==> src/rtl/cnn_pkg.sv <==
// Shared definitions for the convolution address sequencer: FSM encoding and
// the element-address width derivation.
package cnn_pkg;

   typedef enum logic [1:0] {
      ST_IDLE  = 2'd0,
      ST_RUN   = 2'd1,
      ST_DRAIN = 2'd2
   } cnnState_e;

   function automatic int cnnAddrWidth(input int maxSize);
      return (maxSize > 1) ? $clog2(maxSize) : 1;
   endfunction

endpackage

==> src/rtl/cnn_conv_addr_gen_if.sv <==
// Beat bus from the address sequencer to the banked RAMs / MAC.
// Handshake: a beat transfers on a rising clock edge where addrValidOut && addrReadyIn;
// once addrValidOut is high the payload holds stable until that transfer.
interface cnn_conv_addr_gen_if #(
   parameter int VECTOR_SIZE = 8,
   parameter int ADDR_WIDTH  = 12
);
   logic                              addrValidOut;
   logic                              addrReadyIn;
   logic [VECTOR_SIZE*ADDR_WIDTH-1:0] dataAddrOut;
   logic [VECTOR_SIZE*ADDR_WIDTH-1:0] filtAddrOut;
   logic [VECTOR_SIZE-1:0]            laneMaskOut;
   logic                              lastOut;

   modport master (
      output addrValidOut, dataAddrOut, filtAddrOut, laneMaskOut, lastOut,
      input  addrReadyIn
   );

   modport slave (
      input  addrValidOut, dataAddrOut, filtAddrOut, laneMaskOut, lastOut,
      output addrReadyIn
   );
endinterface

==> src/rtl/cnn_credit_counter.sv <==
// Counts output pixels issued but not yet popped from the result FIFO.
// A pop with nothing outstanding is ignored; issue and pop together cancel.
module cnn_credit_counter #(
   parameter int MAX_COUNT = 128,
   localparam int CW = $clog2(MAX_COUNT + 1)
) (
   input  logic          clkIn,
   input  logic          rstIn,
   input  logic          clearIn,
   input  logic          incIn,
   input  logic          decIn,
   output logic [CW-1:0] countOut
);
   logic decEff;

   assign decEff = decIn && (countOut != '0);

   always_ff @(posedge clkIn or posedge rstIn) begin
      if (rstIn)                  countOut <= '0;
      else if (clearIn)           countOut <= '0;
      else if (incIn && !decEff)  countOut <= countOut + CW'(1);
      else if (!incIn && decEff)  countOut <= countOut - CW'(1);
   end
endmodule

==> src/rtl/cnn_conv_addr_gen.sv <==
// Valid-mode 2-D convolution address sequencer: walks output pixels, filter rows
// and VECTOR_SIZE-wide column chunks, issuing per-lane data/filter addresses.
module cnn_conv_addr_gen
   import cnn_pkg::*;
#(
   parameter int VECTOR_SIZE = 8,
   parameter int MAX_SIZE    = 4096,
   parameter int DIM_WIDTH   = 13,
   parameter int OUT_CREDITS = 128,
   localparam int ADDR_WIDTH = cnnAddrWidth(MAX_SIZE)
) (
   input  logic                  clkIn,
   input  logic                  rstIn,
   input  logic                  startIn,
   input  logic                  abortIn,
   input  logic [DIM_WIDTH-1:0]  dataRowsIn,
   input  logic [DIM_WIDTH-1:0]  dataColsIn,
   input  logic [DIM_WIDTH-1:0]  filtRowsIn,
   input  logic [DIM_WIDTH-1:0]  filtColsIn,
   input  logic [ADDR_WIDTH-1:0] dataBaseIn,
   input  logic [ADDR_WIDTH-1:0] filtBaseIn,
   cnn_conv_addr_gen_if.master   beat,
   input  logic                  resultPopIn,
   output logic                  busyOut,
   output logic                  doneOut,
   output logic                  errOut
);
   localparam int CRED_W = $clog2(OUT_CREDITS + 1);
   localparam int SUM_W  = DIM_WIDTH + 1;
   localparam logic [SUM_W-1:0]       V_STEP   = SUM_W'(VECTOR_SIZE);
   localparam logic [2*DIM_WIDTH:0]   MAX_EL   = (2*DIM_WIDTH+1)'(MAX_SIZE);
   localparam logic [CRED_W:0]        CRED_MAX = (CRED_W+1)'(OUT_CREDITS);

   cnnState_e state, stateNext;
   logic doneNext, errNext, cfgOk;
   logic [2*DIM_WIDTH-1:0] dataElems, filtElems;
   logic [DIM_WIDTH-1:0] filtRowsQ, filtColsQ, dataColsQ, rowLimQ, colLimQ;
   logic [DIM_WIDTH-1:0] rQ, cQ, frQ, fcQ;
   logic [ADDR_WIDTH-1:0] filtBaseQ, rowBaseQ, pixBaseQ, dRowAddrQ, fRowAddrQ, dColsA, fColsA;
   logic issuedAll, validQ, lastQ, firstQ, finalQ;
   logic accept, loadEn, nextFirst, creditFree, lastChunk, lastRow, lastCol, lastPix;
   logic [VECTOR_SIZE*ADDR_WIDTH-1:0] dataAddrQ, filtAddrQ, laneData, laneFilt;
   logic [VECTOR_SIZE-1:0] maskQ, laneMask;
   logic [SUM_W-1:0] laneOff [VECTOR_SIZE];
   logic [CRED_W-1:0] outstanding;

   assign dataElems = {{DIM_WIDTH{1'b0}}, dataRowsIn} * {{DIM_WIDTH{1'b0}}, dataColsIn};
   assign filtElems = {{DIM_WIDTH{1'b0}}, filtRowsIn} * {{DIM_WIDTH{1'b0}}, filtColsIn};
   assign cfgOk = (dataRowsIn != '0) && (dataColsIn != '0) && (filtRowsIn != '0) &&
                  (filtColsIn != '0) && (filtRowsIn <= dataRowsIn) && (filtColsIn <= dataColsIn) &&
                  ({1'b0, dataElems} <= MAX_EL) && ({1'b0, filtElems} <= MAX_EL);

   assign dColsA    = ADDR_WIDTH'(dataColsQ);
   assign fColsA    = ADDR_WIDTH'(filtColsQ);
   assign lastChunk = ({1'b0, fcQ} + V_STEP) >= {1'b0, filtColsQ};
   assign lastRow   = (frQ == filtRowsQ - DIM_WIDTH'(1));
   assign lastCol   = (cQ == colLimQ);
   assign lastPix   = (rQ == rowLimQ);
   assign nextFirst = (frQ == '0) && (fcQ == '0);

   // A first beat sitting unaccepted in the output register already owns a credit.
   assign creditFree = ({1'b0, outstanding} + (CRED_W+1)'(validQ && firstQ)) < CRED_MAX;
   assign accept     = validQ && beat.addrReadyIn;
   assign loadEn     = (state == ST_RUN) && !issuedAll && (!validQ || beat.addrReadyIn) &&
                       (!nextFirst || creditFree);

   always_comb begin
      laneOff  = '{default: '0};
      laneData = '0;
      laneFilt = '0;
      laneMask = '0;
      for (int i = 0; i < VECTOR_SIZE; i++) begin
         laneOff[i] = {1'b0, fcQ} + SUM_W'(i);
         if (laneOff[i] < {1'b0, filtColsQ}) begin
            laneMask[i] = 1'b1;
            laneData[i*ADDR_WIDTH +: ADDR_WIDTH] = dRowAddrQ + ADDR_WIDTH'(laneOff[i]);
            laneFilt[i*ADDR_WIDTH +: ADDR_WIDTH] = fRowAddrQ + ADDR_WIDTH'(laneOff[i]);
         end
      end
   end

   always_comb begin
      stateNext = state;
      doneNext  = 1'b0;
      errNext   = 1'b0;
      if (abortIn) stateNext = ST_IDLE;
      else begin
         case (state)
            ST_IDLE:  if (startIn) begin
                         if (cfgOk) stateNext = ST_RUN;
                         else       errNext   = 1'b1;
                      end
            ST_RUN:   if (accept && finalQ) stateNext = ST_DRAIN;
            ST_DRAIN: if (outstanding == '0) begin
                         stateNext = ST_IDLE;
                         doneNext  = 1'b1;
                      end
            default:  stateNext = ST_IDLE;
         endcase
      end
   end

   always_ff @(posedge clkIn or posedge rstIn) begin
      if (rstIn) begin
         state   <= ST_IDLE;
         doneOut <= 1'b0;
         errOut  <= 1'b0;
      end else begin
         state   <= stateNext;
         doneOut <= doneNext;
         errOut  <= errNext;
      end
   end

   always_ff @(posedge clkIn or posedge rstIn) begin
      if (rstIn) begin
         {filtRowsQ, filtColsQ, dataColsQ, rowLimQ, colLimQ} <= '0;
         {rQ, cQ, frQ, fcQ} <= '0;
         {filtBaseQ, rowBaseQ, pixBaseQ, dRowAddrQ, fRowAddrQ} <= '0;
         {dataAddrQ, filtAddrQ, maskQ} <= '0;
         {validQ, lastQ, firstQ, finalQ} <= '0;
         issuedAll <= 1'b1;
      end else if (abortIn) begin
         validQ    <= 1'b0;
         issuedAll <= 1'b1;
      end else if (state == ST_IDLE) begin
         validQ <= 1'b0;
         if (startIn && cfgOk) begin
            filtRowsQ <= filtRowsIn;
            filtColsQ <= filtColsIn;
            dataColsQ <= dataColsIn;
            rowLimQ   <= dataRowsIn - filtRowsIn;
            colLimQ   <= dataColsIn - filtColsIn;
            {rQ, cQ, frQ, fcQ} <= '0;
            filtBaseQ <= filtBaseIn;
            fRowAddrQ <= filtBaseIn;
            rowBaseQ  <= dataBaseIn;
            pixBaseQ  <= dataBaseIn;
            dRowAddrQ <= dataBaseIn;
            issuedAll <= 1'b0;
         end
      end else begin
         if (accept) validQ <= 1'b0;
         if (loadEn) begin
            validQ    <= 1'b1;
            dataAddrQ <= laneData;
            filtAddrQ <= laneFilt;
            maskQ     <= laneMask;
            lastQ     <= lastChunk && lastRow;
            firstQ    <= nextFirst;
            finalQ    <= lastChunk && lastRow && lastCol && lastPix;
            // Row bases advance by additions only; wrap is modulo 2^ADDR_WIDTH.
            if (!lastChunk) fcQ <= fcQ + DIM_WIDTH'(VECTOR_SIZE);
            else begin
               fcQ <= '0;
               if (!lastRow) begin
                  frQ       <= frQ + DIM_WIDTH'(1);
                  dRowAddrQ <= dRowAddrQ + dColsA;
                  fRowAddrQ <= fRowAddrQ + fColsA;
               end else begin
                  frQ       <= '0;
                  fRowAddrQ <= filtBaseQ;
                  if (!lastCol) begin
                     cQ        <= cQ + DIM_WIDTH'(1);
                     pixBaseQ  <= pixBaseQ + ADDR_WIDTH'(1);
                     dRowAddrQ <= pixBaseQ + ADDR_WIDTH'(1);
                  end else begin
                     cQ <= '0;
                     if (!lastPix) begin
                        rQ        <= rQ + DIM_WIDTH'(1);
                        rowBaseQ  <= rowBaseQ + dColsA;
                        pixBaseQ  <= rowBaseQ + dColsA;
                        dRowAddrQ <= rowBaseQ + dColsA;
                     end else issuedAll <= 1'b1;
                  end
               end
            end
         end
      end
   end

   cnn_credit_counter #(.MAX_COUNT(OUT_CREDITS)) uCredit (
      .clkIn    (clkIn),
      .rstIn    (rstIn),
      .clearIn  (abortIn),
      .incIn    (accept && firstQ),
      .decIn    (resultPopIn),
      .countOut (outstanding)
   );

   assign beat.addrValidOut = validQ;
   assign beat.dataAddrOut  = dataAddrQ;
   assign beat.filtAddrOut  = filtAddrQ;
   assign beat.laneMaskOut  = maskQ;
   assign beat.lastOut      = lastQ;
   assign busyOut           = (state != ST_IDLE);
endmodule
==> src/flat_wrapper.sv <==
// flat-port wrapper written by rule: the top's interface ports become plain ports
module cnn_conv_addr_gen_flat import cnn_pkg::*;
#(
   parameter int VECTOR_SIZE = 8,
   parameter int MAX_SIZE    = 4096,
   parameter int DIM_WIDTH   = 13,
   parameter int OUT_CREDITS = 128,
   localparam int ADDR_WIDTH = cnnAddrWidth(MAX_SIZE)
)
  (clkIn, rstIn, startIn, abortIn, dataRowsIn, dataColsIn, filtRowsIn, filtColsIn, dataBaseIn, filtBaseIn, resultPopIn, busyOut, doneOut, errOut, beat_addrValidOut, beat_dataAddrOut, beat_filtAddrOut, beat_laneMaskOut, beat_lastOut, beat_addrReadyIn);
  cnn_conv_addr_gen_if #(.VECTOR_SIZE(VECTOR_SIZE)) beat_i ();
  input  logic clkIn;
  input  logic rstIn;
  input  logic startIn;
  input  logic abortIn;
  input  logic [DIM_WIDTH-1:0] dataRowsIn;
  input  logic [DIM_WIDTH-1:0] dataColsIn;
  input  logic [DIM_WIDTH-1:0] filtRowsIn;
  input  logic [DIM_WIDTH-1:0] filtColsIn;
  input  logic [ADDR_WIDTH-1:0] dataBaseIn;
  input  logic [ADDR_WIDTH-1:0] filtBaseIn;
  input  logic resultPopIn;
  output logic busyOut;
  output logic doneOut;
  output logic errOut;
  output wire logic [$bits(beat_i.addrValidOut)-1:0] beat_addrValidOut;
  output wire logic [$bits(beat_i.dataAddrOut)-1:0] beat_dataAddrOut;
  output wire logic [$bits(beat_i.filtAddrOut)-1:0] beat_filtAddrOut;
  output wire logic [$bits(beat_i.laneMaskOut)-1:0] beat_laneMaskOut;
  output wire logic [$bits(beat_i.lastOut)-1:0] beat_lastOut;
  input wire logic [$bits(beat_i.addrReadyIn)-1:0] beat_addrReadyIn;
  assign beat_addrValidOut = beat_i.addrValidOut;
  assign beat_dataAddrOut = beat_i.dataAddrOut;
  assign beat_filtAddrOut = beat_i.filtAddrOut;
  assign beat_laneMaskOut = beat_i.laneMaskOut;
  assign beat_lastOut = beat_i.lastOut;
  assign beat_i.addrReadyIn = beat_addrReadyIn;
  cnn_conv_addr_gen #(.VECTOR_SIZE(VECTOR_SIZE), .MAX_SIZE(MAX_SIZE), .DIM_WIDTH(DIM_WIDTH), .OUT_CREDITS(OUT_CREDITS)) u_core (.clkIn(clkIn), .rstIn(rstIn), .startIn(startIn), .abortIn(abortIn), .dataRowsIn(dataRowsIn), .dataColsIn(dataColsIn), .filtRowsIn(filtRowsIn), .filtColsIn(filtColsIn), .dataBaseIn(dataBaseIn), .filtBaseIn(filtBaseIn), .beat(beat_i), .resultPopIn(resultPopIn), .busyOut(busyOut), .doneOut(doneOut), .errOut(errOut));
endmodule
==> config.mk <==
export PLATFORM = sky130hd
export DESIGN_NAME = cnn_conv_addr_gen_flat
export DESIGN_NICKNAME = d
export VERILOG_FILES = /design/src/rtl/cnn_pkg.sv /design/src/rtl/cnn_conv_addr_gen_if.sv /design/src/rtl/cnn_credit_counter.sv /design/src/rtl/cnn_conv_addr_gen.sv /design/src/flat_wrapper.sv
export SDC_FILE = /design/constraint.sdc
export NUM_CORES = 2
export LEC_CHECK = 0
export CAP_MARGIN = 20
export CORE_ASPECT_RATIO = 0.5
export CORE_MARGIN = 10
export CORE_UTILIZATION = 40
export DETAILED_ROUTE_END_ITERATION = 7
export GPL_ROUTABILITY_DRIVEN = 0
export PLACE_DENSITY = 0.64
export SKIP_LAST_GASP = 1
export SLEW_MARGIN = 0
export SYNTH_ARGS = -nofsm -noshare
export SYNTH_HDL_FRONTEND = slang
export SYNTH_SLANG_ARGS = --single-unit
==> constraint.sdc <==
create_clock -name clkIn -period 13.1 [get_ports clkIn]
set_input_delay 3.275 -clock clkIn [delete_from_list [all_inputs] [get_ports clkIn]]
set_output_delay 3.275 -clock clkIn [all_outputs]
set_load 0.01 [all_outputs]
==> impl_metrics.env <==
export IMPL_status="complete, no violations"
export IMPL_rr_startpoint="u_core.fcQ[6]"
export IMPL_cts_tree="built"
export IMPL_period_needed_ns=10.94
export IMPL_pre_cts_slack_ns=1.662
export IMPL_dp_hpwl_mm=84.23
export IMPL_worst_pin_slew_ns=1.044
export IMPL_clock_root_buffer="clkbuf_16"
export IMPL_crit_required_ns=13.59
export IMPL_hp_class="reg -> reg"
export IMPL_core_um2=88540
export IMPL_timing_hold_violations_final=0
export IMPL_area_growth_pct=14.85
export IMPL_fp_dieW_um=443.2
export IMPL_synth_common_cells="596 x nand2_1, 432 x inv_1, 389 x dfrtp_1, 327 x o21ai_0, 325 x ha_1"
export IMPL_rows=77
export IMPL_vias=29866
export IMPL_ys_seq_elements=390
export IMPL_slew_headroom_pct=30.15
export IMPL_synth_area_leaders="dfrtp_1 27%, fa_1 14%, ha_1 11%"
export IMPL_ff2ff_path_depth=11
export IMPL_startpoint_type="primary input"
export IMPL_cts_resized=0
export IMPL_final_setup_tns_ns=0
export IMPL_hold_end="u_core.beat.filtAddrOut[38]"
export IMPL_fin_crit_sh_pct=83.54
export IMPL_clkLatencyLatePin_ns=0.58
export IMPL_cts_hold_buf=0
export IMPL_drtPass1Iterations=6
export IMPL_drive_above_1_share_pct=4.518
export IMPL_setup_violations=0
export IMPL_async_flop_share_pct=100.0
export IMPL_track_usage_pct=20.81
export IMPL_synth_most_common_cell="nand2_1"
export IMPL_clock_sinks=390
export IMPL_r2r_slack_ns=8.22
export IMPL_synth_nets=4750
export IMPL_drt_drc_violations_left=0
export IMPL_post_cts_setup_buffers=0
export IMPL_critical_path_class="in -> reg"
export IMPL_cts_clk_slew_worst_paths_ns=0.06
export IMPL_ios=287
export IMPL_die_y_um=231.6
export IMPL_fmax_mhz=91.38
export IMPL_p_leak_nw=19.39
export IMPL_synth_top_area_share_pct=27.18
export IMPL_synth_area_um2=35810
export IMPL_port_buffer_count=286
export IMPL_power_density_nw_per_um2=141.9
export IMPL_yosysTopAreaCell="dfrtp_1"
export IMPL_cap_viol_max_count=0
export IMPL_ant_nets=0
export IMPL_ir_drop_mv=0.1448
export IMPL_worst_clock_skew_ns=0.01707
export IMPL_antenna_found_initial=1
export IMPL_report_final_slew_viol_count=0
export IMPL_cp_max_fo=20
export IMPL_rsz0062_at_grt="false"
export IMPL_grt_max_degree=167
export IMPL_die_area_um2=102600
export IMPL_ys_seq_area_share_pct=27.26
export IMPL_yosys_warnings=0
export IMPL_r2r_end="u_core.dRowAddrQ[7]"
export IMPL_end_kind="flop"
export IMPL_drt_iter0_markers=2299
export IMPL_hp_start="u_core.beat.filtAddrOut[38]"
export IMPL_synth_main_ff_cell="dfrtp_1"
export IMPL_vias_per_cell=5.471
export IMPL_finalNetCount=4895
export IMPL_grt_pass1_wl_mm=174.3
export IMPL_fin_ws_ns=2.156
export IMPL_grt_pass1_vias=30653
export IMPL_wire_per_inst_um=19.96
export IMPL_cts_path_max_buffers=3
export IMPL_gr_total_overflow=0
export IMPL_synth_edf_count=0
export IMPL_h_tree_depth=2
export IMPL_cts_buffers=43
export IMPL_synth_cell_types=81
export IMPL_start_util_pct=40.45
export IMPL_drt_wl_total_mm=109.0
export IMPL_cp_data_arrival_time_ns=11.43
export IMPL_synth_cells=4095
export IMPL_min_path_cells=2
export IMPL_synth_area_per_cell_um2=8.745
[report_power, final]
part | internal [mW] | switching (mW) | total [mW] | leakage, nW
sequential | 1.23 | 0.0302 | 1.26 | 5.36
combinational | 1.27 | 1.97 | 3.24 | 13.3
clock | 0.805 | 0.530 | 1.33 | 0.733
[worst max-delay path, cell delays in order]
cell and delay [ns]:
clkdlybuf4s50_1 0.96, inv_1 0.39, nor2_1 0.22, fa_1 0.44, inv_1 0.15, fa_1 0.41, inv_1 0.09, fa_1 0.43
fa_1 0.51, inv_1 0.06, fa_1 0.53, inv_1 0.04, ha_1 0.38, nand3_1 0.15, nor3_1 0.22, a221oi_2 0.14
a2111oi_0 0.41, nand3_1 0.13, nor4_1 0.54, and4_1 0.39, nand4_4 0.40, a211o_1 0.48, or4_1 0.52, a21oi_1 0.15
[placed cells by master (no fill, tap or decap), types with 37 or more instances in the layout]
cell type	netlist	final
nand2_1	596	596
inv_1	432	430
dfrtp_1	389	389
o21ai_0	327	327
ha_1	325	325
clkdlybuf4s50_1	0	286
fa_1	248	248
nor2_1	217	216
a21oi_1	192	192
xnor2_1	165	165
xor2_1	123	123
and2_1	79	79
a21o_1	76	76
a22o_1	73	73
nand3_1	49	49
mux2_2	48	48
o21bai_1	46	46
clkbuf_16	0	45
a31oi_1	41	40
nand4_1	37	37
nor3_1	37	37
[cell families after synthesis]
family / count (synthesis) / synth area share, %
compound gates: 939 / 16.49
xor+xnor: 288 / 7.044
fa+ha+maj: 573 / 25.22
buf+inv: 653 / 6.967
flops: 390 / 27.26
mux: 66 / 2.012
simple gates: 1186 / 15.02
[through the flow]
| stage | hold slack, ns | utilization, % | std cells | cell area (µm²) | total power, mW |
|---|---|---|---|---|---|
| after detailed placement | 0.4645 | 44.72 | 5380 | 39600 | 4.478 |
| after CTS | 0.4781 | 46.45 | 5457 | 41130 | 5.838 |
| final | 0.4731 | 46.46 | 5459 | 41130 | 5.836 |
| after global placement | 0.4603 | 44.72 | 5380 | 39600 | 4.408 |
| after global routing | 0.4870 | 46.45 | 5458 | 41130 | 6.329 |
| after floorplan | 0.4429 | - | 4095 | 35820 | 3.674 |
[layer usage]
layer / track usage, % / wire (µm) / vias to the layer above
met5: 0 / 0 / -
met4: 6.453 / 3264 / 0
met3: 2.494 / 5709 / 186
met2: 35.17 / 51610 / 916
met1: 27.85 / 48390 / 14747
li1: - / - / 14017
[how the worst max path moves through the flow]
stage / slack, ns / cells past startpoint / to / from
5_1_grt: 1.80 / 24 / u_core.rowBaseQ[11] / filtColsIn[1]
6_report: 2.16 / 24 / u_core.frQ[12] / filtColsIn[1]
4_1_cts: 2.25 / 24 / u_core.rowBaseQ[11] / filtColsIn[1]
3_5_place_dp: 1.66 / 22 / u_core.rowBaseQ[11] / filtColsIn[12]
3_3_place_gp: 1.77 / 24 / u_core.rowBaseQ[11] / filtColsIn[1]
2_1_floorplan: 3.56 / 25 / u_core.pixBaseQ[1] / filtRowsIn[5]
[cell type report]
cell class / instances / area, µm²
sequential: 390 / 9761
inverter: 438 / 1648
timing repair buffer: 315 / 3105
antenna: 2 / 5.005
multi-input combinational: 3052 / 23600
clock buffer: 59 / 1249
fill: 8481 / 47410
clock inverter: 18 / 280.3
tap: 1185 / 1483
[flip-flops by register name, indices dropped and copies added, names as in the netlist, 10 cells and up]
signal and flops:
u_core.fcQ 10, u_core.dRowAddrQ 12, u_core.beat.filtAddrOut 96, u_core.fRowAddrQ 12, u_core.frQ 13, u_core.dataColsQ 12, u_core.rQ 13, u_core.rowBaseQ 12
u_core.pixBaseQ 12, u_core.filtBaseQ 12, u_core.rowLimQ 13, u_core.cQ 13, u_core.filtColsQ 13, u_core.filtRowsQ 13, u_core.colLimQ 13, u_core.beat.dataAddrOut 96
Note: power is estimated with default switching activity, not from simulation.
